--- src/rtl/counter_param.sv ---
// counter_param: WIDTH-bit synchronous up / down / down-by-STEP / load counter
// with a registered wrap flag (rco) and a combinational lookahead carry-out
// (cout) for cascading. Chaining stage k cin to stage k-1 cout gives a wider
// counter.
// Optional feature macro: COUNTER_PARAM_SAT_EN. When it is defined, modes
// 00/01/10 saturate instead of wrapping, rco flags clamped advances and cout
// is tied low. When it is undefined, the counter wraps.

module counter_param #(
  parameter int WIDTH = 4,
  parameter int STEP  = 3
) (
  input  logic             clk,
  input  logic             reset,
  input  logic             enb,
  input  logic             cin,
  input  logic [1:0]       modo,
  input  logic [WIDTH-1:0] D,
  output logic [WIDTH-1:0] Q,
  output logic             rco,
  output logic             cout
);

  typedef enum logic [1:0] {
    MODE_UP   = 2'b00,
    MODE_DOWN = 2'b01,
    MODE_STEP = 2'b10,
    MODE_LOAD = 2'b11
  } mode_e;

  localparam longint unsigned Q_MAX = (64'd1 << WIDTH) - 64'd1;
  localparam logic [WIDTH-1:0] ONES   = '1;
  localparam logic [WIDTH-1:0] ONE    = WIDTH'(1);
  localparam logic [WIDTH-1:0] STEP_W = WIDTH'(STEP);

  // Reject illegal configurations at elaboration time.
  if (WIDTH < 2 || WIDTH > 32) begin : g_bad_width
    $error("counter_param: WIDTH=%0d outside 2..32", WIDTH);
  end
  if (STEP < 1 || longint'(STEP) > longint'(Q_MAX)) begin : g_bad_step
    $error("counter_param: STEP=%0d outside 1..2^WIDTH-1", STEP);
  end

  mode_e            mode;
  logic             adv;
  logic             terminal;
  logic [WIDTH-1:0] q_step;
  logic [WIDTH-1:0] q_adv;

  assign mode = mode_e'(modo);
  assign adv  = enb & cin;

  // Next value for an advance in the current mode, plus the terminal-count
  // condition (the advance that would wrap or borrow).
  always_comb begin
    // NOTE: every output of this block gets a default first, so no path can
    // leave a signal unassigned and infer a latch.
    terminal = 1'b0;
    q_step   = Q;
    case (mode)
      MODE_UP: begin
        terminal = (Q == ONES);
        q_step   = Q + ONE;
      end
      MODE_DOWN: begin
        terminal = (Q == '0);
        q_step   = Q - ONE;
      end
      MODE_STEP: begin
        terminal = (Q < STEP_W);
        q_step   = Q - STEP_W;
      end
      default: begin
        terminal = 1'b0;
        q_step   = D;
      end
    endcase
  end

`ifdef COUNTER_PARAM_SAT_EN
  // Clamp instead of wrapping: up sticks at all-ones, both downs stick at 0.
  always_comb begin
    q_adv = q_step;
    if (terminal) q_adv = (mode == MODE_UP) ? ONES : '0;
  end

  // A saturating stage never ripples into a following stage.
  assign cout = 1'b0;
`else
  assign q_adv = q_step;

  // Lookahead carry: high in the cycle before the wrap so the next stage
  // advances on the same edge. terminal is already 0 in load mode.
  assign cout = adv & terminal;
`endif

  // Counter and wrap-flag registers; load needs enb only, counting needs enb
  // and cin together.
  always_ff @(posedge clk or posedge reset) begin
    // NOTE: state is updated with non-blocking assignments so every register
    // samples pre-edge values, independent of block ordering.
    if (reset) begin
      Q   <= '0;
      rco <= 1'b0;
    end else if (enb && mode == MODE_LOAD) begin
      Q   <= D;
      rco <= 1'b0;
    end else if (adv) begin
      Q   <= q_adv;
      rco <= terminal;
    end else begin
      rco <= 1'b0;
    end
  end

endmodule
--- config.mk ---
export PLATFORM = sky130hd
export DESIGN_NAME = counter_param
export DESIGN_NICKNAME = d
export VERILOG_FILES = /design/src/rtl/counter_param.sv
export SDC_FILE = /design/constraint.sdc
export NUM_CORES = 1
export LEC_CHECK = 0
export ABC_AREA = 0
export BUFFER_PORTS_ARGS = -buffer_cell sky130_fd_sc_hd__buf_2
export CAP_MARGIN = 5
export CORE_AREA = 5 5 42 44
export CTS_BUF_LIST = sky130_fd_sc_hd__clkbuf_8
export DETAILED_ROUTE_END_ITERATION = 8
export DIE_AREA = 0 0 47 49
export PLACE_DENSITY = 0.73
export SLEW_MARGIN = 20
export SYNTH_ARGS = -nofsm -noshare
export SYNTH_HDL_FRONTEND = slang
export SYNTH_SLANG_ARGS = --single-unit
--- constraint.sdc ---
create_clock -name clk -period 1.6 [get_ports clk]
set_clock_uncertainty 0.2 [all_clocks]
set_input_delay 0.08 -clock clk [delete_from_list [all_inputs] [get_ports clk]]
set_output_delay 0.08 -clock clk [all_outputs]
set_load 0.05 [all_outputs]
==> summary.md <==
| Metric | Value |
|---|---|
| Pint | `0.0005707 W` |
| Worst VDD drop | `915.6 uV` |
| Antenna violations before repair | `0` |
| RR Startpoint | `Q[1]$_DFFE_PP0P_` |
| Synth Register Bits | `5` |
| Mapped Area | `490.5 um^2` |
| Total Neg Setup Slack | `-0.4849 ns` |
| Die area | `2303 um^2` |
| FF-to-FF setup slack | `-0.17 ns` |
| Max-cap violations | `0` |
| GRT overflow | `0` |
| Clock power share | `22.7%` |
| Starting density of the core | `35.00%` |
| Vias | `564` |
| Period utilization | `119.7%` |
| CTS sink cnt | `5` |
| Sequential fraction of the synthesis area | `25.51%` |
| P&R area growth vs syn | `68.88%` |
| Fmax achieved | `0.5219 GHz` |
| Worst-path cell chain | `inv_2 > ha_1 > a22oi_2 > o31ai_2 > and4b_2 > buf_8` |
| Synth cell count leaders | `dfrtp_1, nand2_1, ha_1, inv_1, o21ai_0` |
| Number of flops mapped to enable cells by yosys | `0` |
| CTS tree | `yes` |
| Status | `finished with violations` |
| Synth cell types | `29` |
| Antenna Cells | `0` |
| Final-report max-slew violation count | `0` |
| Critical path's slowest cell | `dfrtp_2` |
| First-pass DRT Iterations | `4` |
| Critical Path RT | `1.32 ns` |
| YS warnings | `0` |
| PnR worst setup slack | `-0.3159 ns` |
| Routed len/inst | `14.75 um` |
| Yosys top cell area share | `25.51%` |
| Tmin final | `1.916 ns` |
| DRT iter0 DRCs | `9` |
| Worst r2r path cells | `7` |
| Syn_nets | `69` |
| P_sw | `0.0004277 W` |
| Crit path buffers/inverters | `2` |
| GRT Util Overall | `14.12%` |
| Worst-Margin Slew | `0.2934 ns` |
| Rel. slew slack | `80.44%` |
| Area of the multi-input gates | `376.6 um^2` |
| # rows | `14` |
| WHS Path Cells | `3` |
| Layout cells sized above 1 | `50.00%` |
| Clk Latency, worst-skew pair | `0.22 ns` |
| Final Hold Vio Count | `0` |
| Post-synth ARST share | `100.0%` |
| Switching Fraction | `42.84%` |
| Pre-CTS WS | `-0.1066 ns` |
| Min-delay src | `modo[1]` |
| Finish-stage setup viols | `2` |
| Gate count after technology mapping | `55` |
| Largest net degree at the start of global routing | `9` |
| Worst stage delay on the critical path | `0.44 ns` |
| Area leader, netlist | `dfrtp_1` |
| Synth top area cells | `dfrtp_1, ha_1, xor2_1` |
| Die width | `47 um` |
| Power Dens Cells | `1205 nW/um^2` |
| Register Area | `128.9 um^2` |
| Clock Pin Slew Worst Setup and Hold Paths | `0.04 ns` |
| Clk buf depth | `2` |
| Hold EP | `Q[3]$_DFFE_PP0P_` |
| Core box area | `1401 um^2` |
| RD Place Congestion | `0.8090` |
| Final Hold Slack | `0.06177 ns` |
| CP Capture Type | `output port` |
| Fill cells | `124` |
| Worst r2r dst | `Q[3]$_DFFE_PP0P_` |
| Unrepaired setup endpoints after global routing | `true` |
| Nets | `105` |
| Worst setup SP type | `flop` |
| Worst Hold Class | `input port to flop` |
| Vias in the first global route | `572` |
| Antenna-violating nets left | `0` |
| Vias per cell | `5.321` |
| Final wirelength | `1564 um` |
| Post-route DRC violation count | `0` |
| Flop pwr share | `22.2%` |
| Ys flop type | `dfrtp_1` |
| Gate power share | `55.1%` |
| Htree depth | `1` |
| Die H | `49 um` |
| Failing checks | `negative setup slack` |
| Syn avg cell area | `8.918 um^2` |
| Number of port buffers | `15` |
| Crit Path Class | `flop to output port` |
| Clock root buffer master | `clkbuf_8` |
| CP top delay family | `flip-flops` |
| Io pins | `16` |
| Cell leakage power | `0.3883 nW` |
| Inserted Clock Buffers | `3` |
| CP max FO | `4` |
| DPL Wire Length | `1096 um` |
| WP data arrival | `1.64 ns` |
| First-pass GRT wire length | `2387 um` |
-- through the flow --
stage / area (um^2) / total power [W] / cells / utilization [%]
after detailed placement: 674.4 / 0.0006949 / 94 / 48.13
after global placement: 674.4 / 0.0006786 / 94 / 48.13
after CTS: 813.3 / 0.0009698 / 105 / 58.04
after floorplan: 520.5 / 0.0005281 / 55 / -
after global routing: 828.3 / 0.001048 / 106 / 59.11
final: 828.3 / 0.0009984 / 106 / 59.11
-- worst min-delay path, cell delays in order --
cell      delay (ns)
buf_2           0.16
o21bai_1        0.13
a21oi_1         0.07
-- cell families after synthesis --
logic type,count (synthesis),share of synthesized area (%)
multiplexers,1,2.041
AND/OR/NAND/NOR,19,26.28
AO/OA/AOI/OAI,15,20.66
adder cells (fa/ha/maj),4,10.20
buffers and inverters,6,6.376
flip-flops,5,25.51
XOR/XNOR,5,8.930
-- sequential cells by signal, summed over array words and instances (netlist names) --
signal	count
rco	1
Q	4
-- how the worst max path moves through the flow --
stage | start | to | slack (ns) | cells past startpoint
6_report | Q[1]$_DFFE_PP0P_ | cout | -0.32 | 6
4_1_cts | Q[1]$_DFFE_PP0P_ | cout | -0.26 | 6
3_5_place_dp | Q[1]$_DFFE_PP0P_ | cout | -0.11 | 6
2_1_floorplan | Q[0]$_DFFE_PP0P_ | cout | -0.15 | 5
3_3_place_gp | Q[1]$_DFFE_PP0P_ | cout | -0.07 | 6
5_1_grt | Q[1]$_DFFE_PP0P_ | cout | -0.36 | 6
-- metal layers --
layer	share of wire (%)	vias to the layer above	global-route usage (%)
met4	0.83	0	2.765
met2	56	23	26.47
li1	-	273	-
met1	38	266	15.74
met5	0	-	0
met3	4.8	2	2.214
-- final cells by class --
class | count | area share (%)
Sequential cell | 5 | 15.56
Clock buffer | 3 | 4.985
Multi-Input combinational cell | 44 | 45.47
Tap cell | 16 | 2.417
Clock inverter | 1 | 0.4532
Timing Repair Buffer | 33 | 29.31
Inverter | 4 | 1.813
-- cell usage in the layout, fill, tap and decap left out, types with 2 or more instances in the layout --
| master | count |
|---|---|
| a21oi_1 | 2 |
| buf_2 | 14 |
| buf_4 | 10 |
| buf_6 | 2 |
| clkbuf_8 | 3 |
| dfrtp_1 | 2 |
| dfrtp_2 | 3 |
| dlygate4sd3_1 | 6 |
| ha_1 | 2 |
| ha_4 | 2 |
| inv_1 | 4 |
| nand2_1 | 5 |
| nand3_1 | 2 |
| nand4b_1 | 2 |
| o21ai_0 | 2 |
| o21ai_1 | 3 |
| xnor2_1 | 2 |
| xor2_1 | 3 |
-- timing repair --
action	4_1_cts	5_1_grt
hold buffers	6	0
pin swaps	3	5
endpoints found under the setup margin	3	3
buffers inserted	1	1
endpoints found under the hold margin	8	0
resized for setup	8	2
-- power by group through the flow --
stage	Clock [W]	Combinational (W)	Sequential (W)
6_report	0.000227	0.000550	0.000221
5_1_grt	0.000238	0.000585	0.000225
4_1_cts	0.000228	0.000523	0.000219
3_5_place_dp	0	0.000475	0.000220
3_3_place_gp	0	0.000462	0.000216
2_1_floorplan	0	0.000207	0.000321
Note: power is estimated with default switching activity, not from simulation.
